### config.mk
export PLATFORM = sky130hd
export DESIGN_NAME = mc_controller
export DESIGN_NICKNAME = d
export VERILOG_FILES = /design/src/rtl/mc_pkg.sv /design/src/rtl/mc_outdec.sv /design/src/rtl/mc_controller.sv
export SDC_FILE = /design/constraint.sdc
export NUM_CORES = 1
export LEC_CHECK = 0
export BUFFER_PORTS_ARGS = -buffer_cell sky130_fd_sc_hd__buf_2
export CORE_MARGIN = 1.5
export CORE_UTILIZATION = 56
export DETAILED_ROUTE_END_ITERATION = 10
export PLACE_DENSITY_LB_ADDON = 0.2
export SETUP_SLACK_MARGIN = 0.1
export SLEW_MARGIN = 5
export SYNTH_ARGS = -nofsm -noshare
export SYNTH_HDL_FRONTEND = slang
export SYNTH_SLANG_ARGS = --single-unit
### constraint.sdc
create_clock -name clk -period 3.9 [get_ports clk]
set_input_delay 0.78 -clock clk [delete_from_list [all_inputs] [get_ports clk]]
set_output_delay 0.78 -clock clk [all_outputs]
set_load 0.02 [all_outputs]
### src/rtl/mc_pkg.sv
// Shared types for the multi-cycle MIPS control FSM: states, opcodes, mux encodings and the control word.
// The optional bne support is selected with the MC_BNE_EN macro (see mc_controller).
package mc_pkg;

    typedef enum logic [3:0] {
        S_FETCH,
        S_DECODE,
        S_MEMADR,
        S_MEMRD,
        S_MEMWB,
        S_MEMWR,
        S_EXEC,
        S_ALUWB,
        S_ADDIEX,
        S_ADDIWB,
        S_BRANCH,
        S_JUMP
    } state_t;

    localparam logic [5:0] OP_RTYPE = 6'h00;
    localparam logic [5:0] OP_J     = 6'h02;
    localparam logic [5:0] OP_BEQ   = 6'h04;
    localparam logic [5:0] OP_BNE   = 6'h05;
    localparam logic [5:0] OP_ADDI  = 6'h08;
    localparam logic [5:0] OP_LW    = 6'h23;
    localparam logic [5:0] OP_SW    = 6'h2b;

    localparam logic [1:0] ALUSRCB_REGB  = 2'b00;
    localparam logic [1:0] ALUSRCB_FOUR  = 2'b01;
    localparam logic [1:0] ALUSRCB_IMM   = 2'b10;
    localparam logic [1:0] ALUSRCB_IMMSH = 2'b11;

    localparam logic [1:0] ALUOP_ADD   = 2'b00;
    localparam logic [1:0] ALUOP_SUB   = 2'b01;
    localparam logic [1:0] ALUOP_FUNCT = 2'b10;

    localparam logic [1:0] PCSRC_ALU    = 2'b00;
    localparam logic [1:0] PCSRC_ALUOUT = 2'b01;
    localparam logic [1:0] PCSRC_JUMP   = 2'b10;

    typedef struct packed {
        logic       pcwrite;
        logic       branch;
        logic       iord;
        logic       memwrite;
        logic       irwrite;
        logic       regwrite;
        logic       regdst;
        logic       memtoreg;
        logic       alusrca;
        logic [1:0] alusrcb;
        logic [1:0] aluop;
        logic [1:0] pcsrc;
    } ctrl_t;

    // States whose exit completes an instruction.
    function automatic logic retires(state_t s);
        return (s == S_MEMWB) || (s == S_MEMWR) || (s == S_ALUWB) ||
               (s == S_ADDIWB) || (s == S_BRANCH) || (s == S_JUMP);
    endfunction

endpackage

### src/rtl/mc_outdec.sv
// Moore output decoder: maps the current FSM state to its control word.
// Anything a state does not mention stays at zero.
module mc_outdec
    import mc_pkg::*;
(
    input  state_t state_i,
    output ctrl_t  ctrl_o
);

    always_comb begin
        ctrl_o = '0;
        case (state_i)
            S_FETCH: begin
                ctrl_o.alusrcb = ALUSRCB_FOUR;
                ctrl_o.aluop   = ALUOP_ADD;
                ctrl_o.pcsrc   = PCSRC_ALU;
                ctrl_o.irwrite = 1'b1;
                ctrl_o.pcwrite = 1'b1;
            end
            // Branch target is precomputed here so BRANCH only needs the compare.
            S_DECODE: begin
                ctrl_o.alusrcb = ALUSRCB_IMMSH;
                ctrl_o.aluop   = ALUOP_ADD;
            end
            S_MEMADR, S_ADDIEX: begin
                ctrl_o.alusrca = 1'b1;
                ctrl_o.alusrcb = ALUSRCB_IMM;
                ctrl_o.aluop   = ALUOP_ADD;
            end
            S_MEMRD: ctrl_o.iord = 1'b1;
            S_MEMWB: begin
                ctrl_o.memtoreg = 1'b1;
                ctrl_o.regwrite = 1'b1;
            end
            S_MEMWR: begin
                ctrl_o.iord     = 1'b1;
                ctrl_o.memwrite = 1'b1;
            end
            S_EXEC: begin
                ctrl_o.alusrca = 1'b1;
                ctrl_o.alusrcb = ALUSRCB_REGB;
                ctrl_o.aluop   = ALUOP_FUNCT;
            end
            S_ALUWB: begin
                ctrl_o.regdst   = 1'b1;
                ctrl_o.regwrite = 1'b1;
            end
            S_ADDIWB: ctrl_o.regwrite = 1'b1;
            S_BRANCH: begin
                ctrl_o.alusrca = 1'b1;
                ctrl_o.alusrcb = ALUSRCB_REGB;
                ctrl_o.aluop   = ALUOP_SUB;
                ctrl_o.pcsrc   = PCSRC_ALUOUT;
                ctrl_o.branch  = 1'b1;
            end
            S_JUMP: begin
                ctrl_o.pcsrc   = PCSRC_JUMP;
                ctrl_o.pcwrite = 1'b1;
            end
            default: ;
        endcase
    end

endmodule

### src/rtl/mc_controller.sv
// Main control FSM of the multi-cycle MIPS core, plus the retired-instruction counter.
// Define MC_BNE_EN to decode op 6'h05 as bne; otherwise it is reported as illegal.
module mc_controller
    import mc_pkg::*;
#(
    parameter int RETIRE_W = 32
) (
    input  logic                clk,
    input  logic                reset,
    input  logic [5:0]          op,
    input  logic                zero,
    output logic                pcen,
    output logic                iord,
    output logic                memwrite,
    output logic                irwrite,
    output logic                regwrite,
    output logic                regdst,
    output logic                memtoreg,
    output logic                alusrca,
    output logic [1:0]          alusrcb,
    output logic [1:0]          aluop,
    output logic [1:0]          pcsrc,
    output logic                illegal,
    output logic [RETIRE_W-1:0] instret
);

    state_t                state_q, state_d;
    logic [RETIRE_W-1:0]   instret_q, instret_d;
    logic                  bne_q, bne_d;
    logic                  illegalDec;
    ctrl_t                 ctrl;

    mc_outdec u_outdec (
        .state_i (state_q),
        .ctrl_o  (ctrl)
    );

    always_comb begin
        state_d    = state_q;
        bne_d      = bne_q;
        illegalDec = 1'b0;
        instret_d  = instret_q;
        case (state_q)
            S_FETCH: state_d = S_DECODE;
            S_DECODE: begin
                bne_d = 1'b0;
                case (op)
                    OP_LW, OP_SW: state_d = S_MEMADR;
                    OP_RTYPE:     state_d = S_EXEC;
                    OP_BEQ:       state_d = S_BRANCH;
                    OP_ADDI:      state_d = S_ADDIEX;
                    OP_J:         state_d = S_JUMP;
`ifdef MC_BNE_EN
                    OP_BNE: begin
                        state_d = S_BRANCH;
                        bne_d   = 1'b1;
                    end
`endif
                    default: begin
                        state_d    = S_FETCH;
                        illegalDec = 1'b1;
                    end
                endcase
            end
            S_MEMADR: state_d = (op == OP_SW) ? S_MEMWR : S_MEMRD;
            S_MEMRD:  state_d = S_MEMWB;
            S_EXEC:   state_d = S_ALUWB;
            S_ADDIEX: state_d = S_ADDIWB;
            default:  state_d = S_FETCH;
        endcase
        if (retires(state_q)) begin
            instret_d = instret_q + RETIRE_W'(1);
        end
    end

    always_ff @(posedge clk or posedge reset) begin
        if (reset) begin
            state_q   <= S_FETCH;
            instret_q <= '0;
            bne_q     <= 1'b0;
        end else begin
            state_q   <= state_d;
            instret_q <= instret_d;
            bne_q     <= bne_d;
        end
    end

    // Strobes are forced low during reset; the muxes simply show the FETCH settings.
    assign pcen     = ~reset & (ctrl.pcwrite | (ctrl.branch & (zero ^ bne_q)));
    assign memwrite = ~reset & ctrl.memwrite;
    assign irwrite  = ~reset & ctrl.irwrite;
    assign regwrite = ~reset & ctrl.regwrite;
    assign iord     = ctrl.iord;
    assign regdst   = ctrl.regdst;
    assign memtoreg = ctrl.memtoreg;
    assign alusrca  = ctrl.alusrca;
    assign alusrcb  = ctrl.alusrcb;
    assign aluop    = ctrl.aluop;
    assign pcsrc    = ctrl.pcsrc;
    assign illegal  = illegalDec;
    assign instret  = instret_q;

endmodule
Word-level counts from Yosys, hierarchy flattened
Cells that the tools add are included.
Widths: inputs -> output; s select.
Word-level totals
  flip-flop bits (word level): 36
  input port bits: 9
  output and inout bits: 47
  logic and storage cells: 56
Cells by class
  add/sub/neg operators: 1
  equal/unequal tests: 16
  mux-type cells: 16
  bitwise gates (word level): 7
  reductions and logical operators: 14
Operators with widths (number)
  $pmux 4 s5: 2
  $add 32x1->32 const B: 1
  $pmux 4 s6: 1
  $eq 4x3->1 const B: 4
  $eq 4x4->1 const B: 4
  $eq 6x6->1 const B: 2
  $mux 1: 11
  $eq 4x2->1 const B: 2
  $reduce_or 2->1: 4
  $eq 6x2->1 const B: 1
  $eq 6x3->1 const B: 1
  $eq 6x4->1 const B: 1
  $logic_not 6->1: 1
  $reduce_or 6->1: 1
  $and 1x1->1: 5
  $logic_or 1x1->1: 5
  $eq 4x1->1 const B: 1
  $logic_not 4->1: 1
  $pmux 2 s2: 1
  $reduce_or 4->1: 1
  $mux 3: 1
  $reduce_or 3->1: 1
  $not 1->1: 1
  $or 1x1->1: 1

Longest topological paths before layout
  depth in word-level cells: 6
  depth in mapped cells: 7

Modules after synthesis
Synthesis repeated with hierarchy kept, for this count alone.
Second synthesis, totals
  cells, all modules: 207
  area, all modules: 2098.3 um2
Modules (own cells, without submodules)
  mc_controller: instances 1, cells an instance 177, area an instance 1921.8 um2, sequential area each 900.9 um2
  mc_outdec: instances 1, cells an instance 30, area an instance 176.4 um2, sequential area each 0.0 um2

Least setup slack after synthesis
No wires, ideal clock.
  kind: input to output
  start: in reset
  end: out pcen
  data arrival time: 2.002 ns
  data required time: 3.120 ns
  slack: 1.118 ns
  stages on the path: 3
  cell sequence: inv_1 > o2111ai_1 > nand2b_1
On the way
  word-level cells in the longest chain between the ends: 2
Ends and longest elaborated chain
  start: declaration: line mc_controller.sv:9  | input logic reset,
  $not 1->1: line mc_controller.sv:89  | assign pcen = ~reset & (ctrl.pcwrite | (ctrl.branch & (zero ^ bne_q)));
  $and 1x1->1: line mc_controller.sv:89
  end: declaration: line mc_controller.sv:12  | output logic pcen,
No other way between the ends.

Worst setup path after layout
  start: reg state_q[1]
  end: out illegal
On the way
  word-level cells in the longest chain between the ends: 2
Ends and longest elaborated chain
  start: declaration: line mc_controller.sv:27  | state_t state_q, state_d;
  start signal: assignment: line mc_controller.sv:82  | state_q <= state_d;
  $eq 4x1->1: line mc_controller.sv:43  | case (state_q)
  $mux 1: line mc_controller.sv:43
  end: declaration: line mc_controller.sv:23  | output logic illegal,
No other way between the ends.

==> results.json <==
{
  "ir_drop_mv": 0.367,
  "antenna_found_initial": 0,
  "reg2reg_from": "state_q[3]",
  "core_area_sq_um": 3390,
  "crit_path_end": "illegal",
  "synth_seq_cells": 36,
  "synth_cells": 207,
  "die_area_sq_um": 3960,
  "grt_max_degree": 37,
  "cts_buffers": 5,
  "met2_usage_pct": 39.6,
  "max_cap_viol_count": 0,
  "initial_utilization_pct": 59.3,
  "p_leak_uw": 0.00123,
  "ys.warnings.count": 0,
  "clock-sinks": 36,
  "final_layout_size_suffix_gt1_share_pct": 27.0,
  "synth_cell_types": 43,
  "wl_per_cell_um": 13.7,
  "reg2reg_depth": 5,
  "rows": 21,
  "powerDensity_nw_per_um2": 431,
  "finalSetupViolCount": 0,
  "final_area_sq_um": 2350,
  "die_height_um": 62.9,
  "routed_wl_um": 4220,
  "cts_hold_buffers": 0,
  "ys_seq_area_share_pct": 44.8,
  "path_max_fanout": 13,
  "cp-end-kind": "output port",
  "grt_pass1_wl_um": 7620,
  "arrival_ns": 1.95,
  "globalRouteOverflowTotal": 0,
  "timing.rr.end": "instret[31]",
  "place_hpwl_um": 3120,
  "synth-edff-count": 0,
  "first_pass_iters": 4,
  "seq_area_sq_um": 901,
  "syn-num-nets": 217,
  "nFillCells": 290,
  "clock_latency_ns": 0.33,
  "drtIter0Drc": 107,
  "fp.dieW_um": 62.9,
  "viasPerCell": 5.51,
  "area_delta_synth_final_pct": 17.2,
  "netlist_area_sq_um": 2010,
  "synth.avg_cell_area_sq_um": 9.71,
  "crit_type": "flop to output port",
  "worstSetupStartpointType": "flop",
  "clockRootBuffer": "clkbuf_4",
  "dpl_cell_area_sq_um": 2300,
  "gp_congestion": 0.813,
  "fin_crit_ns": 2.73,
  "hp-class": "flop to flop",
  "synthArstFlopShare_pct": 100,
  "htree_levels": 2,
  "fmax_mhz": 366,
  "finalSetupTns_ns": 0,
  "crit_start": "state_q[1]",
  "layout_common_cells": "buf_2, dfrtp_1, nand2_1, nor2_1, xnor2_1",
  "multiInputGateArea_sq_um": 1040,
  "port_buffers": 55,
  "cts_tree": "yes",
  "drv_slew": 0,
  "globalRouteMet1Util_pct": 31.5,
  "vias": 1702,
  "drc": 0,
  "worst_slew_pin_slew_ns": 0.677,
  "slew_headroom_pct": 54.2,
  "grtUsageTotal_pct": 23.8,
  "final_util_pct": 69.5,
  "hold_viol_final": 0,
  "ant_nets": 0,
  "io_pins": 56,
  "use_met3_pct": 5.77,
  "skew_ns": 0.00442,
  "regToRegSetupSlack_ns": 1.53,
  "outcome": "finished, final reports clean",
  "grt_busiest_layer": "met2",
  "cts_resized": 0,
  "rsz0062_at_grt": "no",
  "antenna_cells": 0,
  "final.period_utilization_pct": 70.0,
  "post-cts-setup-buffers": 0,
  "grt_pass1_vias": 1670,
  "synth_flop_cell": "dfrtp_1",
  "final_nets": 272,
  "crit_required_ns": 3.12,
  "cts_max_path_buffers": 2,
  "final_common_cell": "buf_2",
  "clk_pin_slew_ns": 0.11
}
==> sequential cells by signal, indices dropped and copies added (netlist names) <==
register	cells
state_q	4
instret	32
==> per-layer routing <==
metal | share of wire [%] | wire length, um | vias up
li1 | - | - | 841
met1 | 46 | 1940 | 808
met2 | 48 | 2030 | 49
met3 | 5.1 | 214 | 4
met4 | 0.92 | 39 | 0
met5 | 0 | 0 | -
==> synthesized netlist by cell type (2+ instances only) <==
cell type / instances / share of area, %
nand4_1: 8 / 2.5
buf_6: 2 / 1.1
and3_1: 4 / 1.2
nand2_1: 19 / 3.5
and2_1: 2 / 0.62
nand3_1: 10 / 2.5
nor3_1: 13 / 3.2
nor2_1: 18 / 3.4
and4_1: 4 / 1.7
dfrtp_1: 36 / 45
inv_1: 5 / 0.93
nand3b_1: 3 / 1.1
clkbuf_1: 3 / 0.56
nor4_1: 4 / 1.2
xor2_1: 16 / 7.0
buf_2: 2 / 0.50
a22o_1: 2 / 0.87
nand2b_1: 10 / 3.1
xnor2_1: 17 / 7.4
o21ai_0: 3 / 0.75
a21oi_1: 4 / 1.0
==> cells by family (layout without fill, tap and decap cells) <==
| logic type | Yosys count | after routing | share of synthesized area, % |
|---|---|---|---|
| simple gates | 104 | 104 | 28.8 |
| compound gates | 20 | 20 | 7.85 |
| flops | 36 | 36 | 44.8 |
| xor+xnor | 33 | 33 | 14.4 |
| buf+inv | 13 | 69 | 3.49 |
| fa+ha+maj | 1 | 1 | 0.623 |
==> final cells by class <==
| cell class | instances | share of cell area [%] |
|---|---|---|
| well taps | 46 | 2.44 |
| clock buffers | 5 | 1.59 |
| clock inverters | 3 | 0.797 |
| inverters | 5 | 0.797 |
| repair buffers | 56 | 12.0 |
| multi-input cells | 158 | 44.1 |
| flip-flops and latches | 36 | 38.3 |
==> worst min-delay path by stage <==
stage / depth (start not counted) / from / slack, ns / end
after floorplan: 1 / instret[31] / 0.58 / instret[31]
after global placement: 1 / instret[31] / 0.45 / instret[31]
after detailed placement: 1 / instret[31] / 0.47 / instret[31]
after CTS: 1 / instret[25] / 0.49 / instret[25]
after global routing: 1 / instret[20] / 0.52 / instret[20]
final: 1 / instret[31] / 0.48 / instret[31]
==> where the power goes <==
group          switching [uW]  internal [uW]
clock network             126           69.2
registers                74.1            402
logic                     213            131
==> critical path, stage by stage, from the launching register on <==
cell	delay [ns]
dfrtp_1	0.53
nand2b_1	0.28
or4_1	0.49
nor3_1	0.13
buf_2	0.18
==> per-stage QoR <==
step | power, uW | setup slack (ns) | cells | hold WS (ns)
after CTS | 1020 | 1.16 | 309 | 0.493
after global placement | 813 | 1.34 | 301 | 0.451
final | 1020 | 1.17 | 309 | 0.482
after global routing | 1090 | 0.987 | 309 | 0.522
after detailed placement | 827 | 1.31 | 301 | 0.474
after floorplan | 725 | 1.12 | 207 | 0.578
Power figures use the tool's default switching activity.
